`src/rtl/coef_load_ctrl.sv`:
```
// Write-side sequencer: streams FIR coefficients into TM banks of 2^AW words.
// Optional COEF_LOAD_TLAST_CHECK_EN enables s_tlast vs load_len consistency checking.
module coef_load_ctrl #(
  parameter  int unsigned COEFW = 18,
  parameter  int unsigned AW    = 7,
  parameter  int unsigned TM    = 2,
  localparam int unsigned BW    = (TM > 1) ? $clog2(TM) : 1,
  localparam int unsigned LW    = AW + BW + 1
) (
  input  logic             clkw,
  input  logic             rstn,
  input  logic             start,
  input  logic             abort,
  input  logic [LW-1:0]    load_len,
  input  logic [COEFW-1:0] s_tdata,
  input  logic             s_tvalid,
  input  logic             s_tlast,
  output logic             s_tready,
  output logic [COEFW-1:0] coef_write,
  output logic [AW-1:0]    coef_write_addr,
  output logic [TM-1:0]    coef_write_en,
  output logic             busy,
  output logic             done,
  output logic             err
);

  localparam logic [LW-1:0] MAX_LEN = LW'(TM << AW);

  typedef enum logic {
    S_IDLE = 1'b0,
    S_LOAD = 1'b1
  } state_e;

  state_e           state_q, state_d;
  logic [LW-1:0]    cnt_q, cnt_d;
  logic [LW-1:0]    len_q, len_d;
  logic [COEFW-1:0] wdata_q, wdata_d;
  logic [AW-1:0]    waddr_q, waddr_d;
  logic [TM-1:0]    wen_q, wen_d;
  logic             done_q, done_d;
  logic             err_q, err_d;

  logic             accept_c;
  logic             last_c;
  logic [TM-1:0]    bank_oh_c;

  // Ready is combinational so abort blocks the handshake in its own cycle.
  assign s_tready  = (state_q == S_LOAD) & ~abort;
  assign accept_c  = s_tvalid & s_tready;
  assign last_c    = (cnt_q == (len_q - LW'(1)));
  assign bank_oh_c = TM'(1) << cnt_q[AW+BW-1:AW];

`ifndef COEF_LOAD_TLAST_CHECK_EN
  logic unused_tlast;
  assign unused_tlast = s_tlast;
`endif

  always_comb begin
    state_d = state_q;
    cnt_d   = cnt_q;
    len_d   = len_q;
    wdata_d = wdata_q;
    waddr_d = waddr_q;
    wen_d   = '0;
    done_d  = 1'b0;
    err_d   = 1'b0;
    unique case (state_q)
      S_IDLE: begin
        if (start) begin
          if ((load_len == '0) || (load_len > MAX_LEN)) begin
            err_d = 1'b1;
          end else begin
            state_d = S_LOAD;
            len_d   = load_len;
            cnt_d   = '0;
          end
        end
      end
      S_LOAD: begin
        if (abort) begin
          state_d = S_IDLE;
        end else if (accept_c) begin
          wdata_d = s_tdata;
          waddr_d = cnt_q[AW-1:0];
          wen_d   = bank_oh_c;
          cnt_d   = cnt_q + LW'(1);
`ifdef COEF_LOAD_TLAST_CHECK_EN
          // Early or missing tlast still writes the beat, then ends the load with err.
          if (s_tlast != last_c) begin
            err_d   = 1'b1;
            state_d = S_IDLE;
          end else if (last_c) begin
            done_d  = 1'b1;
            state_d = S_IDLE;
          end
`else
          if (last_c) begin
            done_d  = 1'b1;
            state_d = S_IDLE;
          end
`endif
        end
      end
      default: state_d = S_IDLE;
    endcase
  end

  always_ff @(posedge clkw or negedge rstn) begin
    if (!rstn) begin
      state_q <= S_IDLE;
      cnt_q   <= '0;
      len_q   <= '0;
      wdata_q <= '0;
      waddr_q <= '0;
      wen_q   <= '0;
      done_q  <= 1'b0;
      err_q   <= 1'b0;
    end else begin
      state_q <= state_d;
      cnt_q   <= cnt_d;
      len_q   <= len_d;
      wdata_q <= wdata_d;
      waddr_q <= waddr_d;
      wen_q   <= wen_d;
      done_q  <= done_d;
      err_q   <= err_d;
    end
  end

  assign coef_write      = wdata_q;
  assign coef_write_addr = waddr_q;
  assign coef_write_en   = wen_q;
  assign busy            = (state_q == S_LOAD);
  assign done            = done_q;
  assign err             = err_q;

endmodule

```
`config.mk`:
```
export PLATFORM = sky130hd
export DESIGN_NAME = coef_load_ctrl
export DESIGN_NICKNAME = d
export VERILOG_FILES = /design/src/rtl/coef_load_ctrl.sv
export SDC_FILE = /design/constraint.sdc
export NUM_CORES = 1
export LEC_CHECK = 0
export CORE_UTILIZATION = 40
export DETAILED_ROUTE_END_ITERATION = 6
export MAX_ROUTING_LAYER = met4
export PLACE_DENSITY = 0.76
export REMOVE_ABC_BUFFERS = 1
export SLEW_MARGIN = 20
export SYNTH_ARGS = -nofsm -noshare
export SYNTH_HDL_FRONTEND = slang
export SYNTH_SLANG_ARGS = --single-unit
```
`constraint.sdc`:
```
create_clock -name clkw -period 1.8 [get_ports clkw]
set_clock_uncertainty 0.1 [all_clocks]
set_input_delay 0.36 -clock clkw [delete_from_list [all_inputs] [get_ports clkw]]
set_output_delay 0.36 -clock clkw [all_outputs]
set_load 0.005 [all_outputs]
```
==> Yosys cells after proc, flatten, opt, wreduce, memory -nomap -nowiden <==
Cells that the tools add are included.
{ "totals": {"reg_bits": 48, "in_bits": 33, "out_inout_bits": 31, "elab_cells": 48} }
{ "op_classes": {"add_sub_neg": 2, "n_lt_le_gt_ge": 1, "n_eq_ne": 5, "n_shift": 1, "muxes": 21, "bitwise": 5, "n_reduce_logical": 5} }
{ "ops": {"columns": ["op", "n"], "rows": [
  ["9-bit two-way mux", 4],
  ["9-bit one-hot mux with 2 select lines", 1],
  ["1-bit two-way mux", 12],
  ["9-bit by 1-bit adder with 9-bit output (second input constant)", 1],
  ["9-bit equality test", 1],
  ["9-bit greater-than comparator (second input constant)", 1],
  ["9-bit logical NOT", 1],
  ["9-bit by 1-bit subtractor with 9-bit output (second input constant)", 1],
  ["2-bit two-way mux", 3],
  ["2-bit != test (second input constant)", 3],
  ["3-bit AND reduction", 2],
  ["4-bit AND reduction", 1],
  ["1-bit inverter", 3],
  ["1-bit AND", 2],
  ["2-bit by 1-bit != test with 1-bit output (second input constant)", 1],
  ["1-bit one-hot mux with 2 select lines", 1],
  ["1-bit by 1-bit left shift with 2-bit output (first input constant)", 1],
  ["1-bit logical OR", 1]
]} }

==> Logic depth before layout (Yosys ltp) <==
{ "depth": {"word_depth": 6, "mapped_depth": 9, "ltp_nobuf": 7} }

==> Worst setup path after synthesis <==
OpenSTA, ideal clock, no wires.
{ "synth_timing": {"kind": "input port to flip-flop", "start": "in load_len[5]", "end": "reg len_q[6]", "setup_ps": 118, "arrival_ps": 1702, "t_required_ps": 1582, "path_slack_ps": -121, "cell_stages": 6, "n_path_buf": 1, "path_cell_list": "or4_1 or3_4 and3_4 buf_6 nand2_1 o21ai_2"} }
{ "synth_between": {"elab_chain_len": 4, "word_cells_on_any_way": 5, "cone_classes": "1 x order compare; 1 x bitwise; 3 x reduce/logical"} }
{ "synth_lines": {"columns": ["element", "line_no", "source"], "rows": [
  ["start, declared", "14", "input logic [LW-1:0] load_len,"],
  ["9-bit greater-than comparator or 9-bit logical NOT (tied branches)", "70", "if ((load_len == '0) || (load_len > MAX_LEN)) begin"],
  ["1-bit logical OR *", "70", null],
  ["1-bit inverter (no source line) *", null, null],
  ["3-bit AND reduction (no source line) *", null, null],
  ["end signal, assigned", "121", "len_q <= len_d;"],
  ["end, declared", "36", "logic [LW-1:0] len_q, len_d;"]
]} }
Every way passes the cells marked *; elsewhere a longest branch is shown, timed or not.
A chain may end at the register's enable or synchronous reset.

==> Worst setup path after layout <==
{ "layout_timing": {"start": "in load_len[7]", "end": "reg len_q[0]"} }
The elaborated chain is that of the path after synthesis.

==> out/qor.csv <==
metric;value;unit
totalWireLength;5400;um
design_area;3360;um2
grt_pass1_vias;1986;
io_pins;64;
yosysTopAreaCell;dfrtp_1;
synthTopCellsByCount;nand2_1, dfrtp_1, nor2_1;
drt-pass1-iter-count;6;
area_growth_syn_to_layout;48.6;%
slew_headroom;71.5;%
cts_buffer_depth;2;
synthMostInstantiatedCell;nand2_1;
power.total;0.00303;W
slowest_delay;0.43;ns
worstSetupStartpointType;input pin;
critPathRequiredTime;1.90;ns
synth_compound_area_share;5.64;%
place_area;3080;um2
h-tree-depth;2;
gp_congestion;0.854;
synthArstFlopShare;100;%
yosysUniqueCellTypes;34;
drive_above_1_share;20.9;%
antenna_cells;0;
drtAntennaViolNets;0;
first_iter_violations;94;
port_buffers;62;
run_status;completed;
fmax;0.561;GHz
nets;379;
fp-row-count;27;
synth_area;2260;um2
hold-path-endpoint;len_q[5];
vias_per_cell;4.84;
die_y;77.2;um
syn_area_per_cell;8.84;um2
crit_arrival;1.88;ns
design.die.area;5960;um2
cts_tree;done;
synth_seq_area_share;53.1;%
antenna_found_initial;0;
hpwl;3640;um
powerDensity;903;nW/um2
cp-end-kind;flop;
finalSetupViolCount;0;
irDropWorstVdd;0.477;mV
synthAdderAreaFrac;1.11;%
tightest_slew;0.428;ns
start_util;41.3;%
synth_top_family_by_area;simple AND/OR/NAND/NOR gates;
synth_simple_gate_area_share;29.6;%
synth_top_cell_area_share;53.1;%
grt_pass1_wl;9110;um
path_clk_slew;0.09;ns
path_cells;dlygate4sd2_1 -> or4_4 -> or3_4 -> and3_4 -> buf_6 -> nand2_2 -> o21ai_2;
hold_path_startpoint;load_len[5];
synth_edf_count;0;
avgRoutedWirePerCell;12.9;um
grtUsageTotal;20.1;%
worstReg2RegStart;len_q[2];
syn-instance-count;256;
rrSetupSlack;0.02;ns
core_region_area;5470;um2
hold_path.class;input pin to flop;
slew_viol_final;0;
synth.area.mux_share;0;%
synth-seq-cells;48;
p_leak;1.58;nW
ys_warn_count;0;
cts_root_buffer;clkbuf_8;
fillers;490;
rsz0062_at_grt;true;
overflow;0;
finalHoldViolations;0;
crit_type;input pin to flop;
cap_violations;0;
worst-path-max-fanout;6;
grt_max_degree;32;
hold-path-cell-count;3;
cts.sinks;48;
cts_buffers;5;
r2r_cells;7;
drc_errors;0;
fin_crit;1.78;ns
critPathSlowestCell;or4_4;
r2r-end;done;
synthFlopType;dfrtp_1;
via_count;2018;
synth_xor_xnor_area_share;6.97;%
fin_crit_sh;99.1;%
clock_latency;0.30;ns
ys_top_cells_by_area;dfrtp_1, nand2_1, xnor2_1;
die_x;77.2;um
what timing repair did:
action	CTS	global route
gates cloned	1	0
hold endpoints to repair	17	0
setup buffers	6	2
resized for setup	28	26
hold buffers	1	0
pin swaps	9	7
endpoints found under the setup margin	21	33
metal layers:
metal | part of all wire (%) | wire length (um) | GRT usage, %
met1 | 46 | 2480 | 25.1
met2 | 48 | 2600 | 31.6
met3 | 4.0 | 215 | 4.29
met4 | 1.8 | 97 | 8.49
met5 | 0 | 0 | -
flip-flops by register name (all words and copies together), names as in the netlist:
register / count
coef_write_addr: 7
busy: 1
done: 1
err: 1
coef_write_en: 2
coef_write: 18
cnt_q: 9
len_q: 9
critical path, delay by kind of cell:
| family | cells | cell delay, ns |
|---|---|---|
| simple gates | 4 | 1.10 |
| buf+inv | 2 | 0.38 |
| compound gates | 1 | 0.05 |
kinds of logic after synthesis:
kind of cell / Yosys count
AND/OR/NAND/NOR: 153
flip-flops: 48
AO/OA/AOI/OAI: 18
XOR/XNOR: 18
buffers and inverters: 17
adder cells (fa/ha/maj): 2
per-stage QoR:
stage	worst slack (ns)	util, %	cells	hold slack, ns	TNS, ns
finish	0.0159	61.4	417	0.177	0
global route	-0.0579	61.4	417	0.166	-0.147
CTS	-0.0140	59.8	415	0.194	-0.0527
detailed placement	-0.657	56.4	399	0.230	-12.60
global placement	-0.605	56.4	399	0.222	-12.18
floorplan	-0.181	-	242	-0.0356	-1.32
cells in the final DEF (no fill, tap or decap), types with 5 or more instances in the layout:
master,count
buf_4,24
buf_6,6
clkbuf_8,6
clkdlybuf4s50_1,52
dfrtp_1,48
nand2_1,100
nand2_2,5
nand3_1,6
nor2_1,13
nor3_1,5
o21ai_2,5
xnor2_1,10
xor2_1,6
where the power goes:
part / internal (W) / leakage, nW / total [W] / switching, W
registers: 0.00125 / 0.626 / 0.00138 / 0.000125
logic: 0.000572 / 0.907 / 0.000998 / 0.000426
clock network: 0.000314 / 0.0455 / 0.000660 / 0.000346
total: 0.00214 / 1.58 / 0.00303 / 0.000897
worst max path at each step:
stage                    end  slack (ns)         from  depth (start not counted)
floorplan           cnt_q[7]       -0.18        abort                          5
global placement    cnt_q[1]       -0.60  load_len[1]                          6
detailed placement  len_q[1]       -0.66  load_len[1]                          6
CTS                 len_q[6]       -0.01  load_len[0]                          7
global route            done       -0.06     len_q[2]                          7
finish              len_q[0]        0.02  load_len[7]                          7
cell type report:
type	instances	area, um2	share of cell area [%]
Timing Repair Buffer	94	865	25.7
Sequential cell	48	1200	35.7
Clock buffer	8	90.1	2.68
Multi-Input combinational cell	192	1100	32.8
Tap cell	72	90.1	2.68
Inverter	3	11.3	0.335
Power figures use the tool's default switching activity.
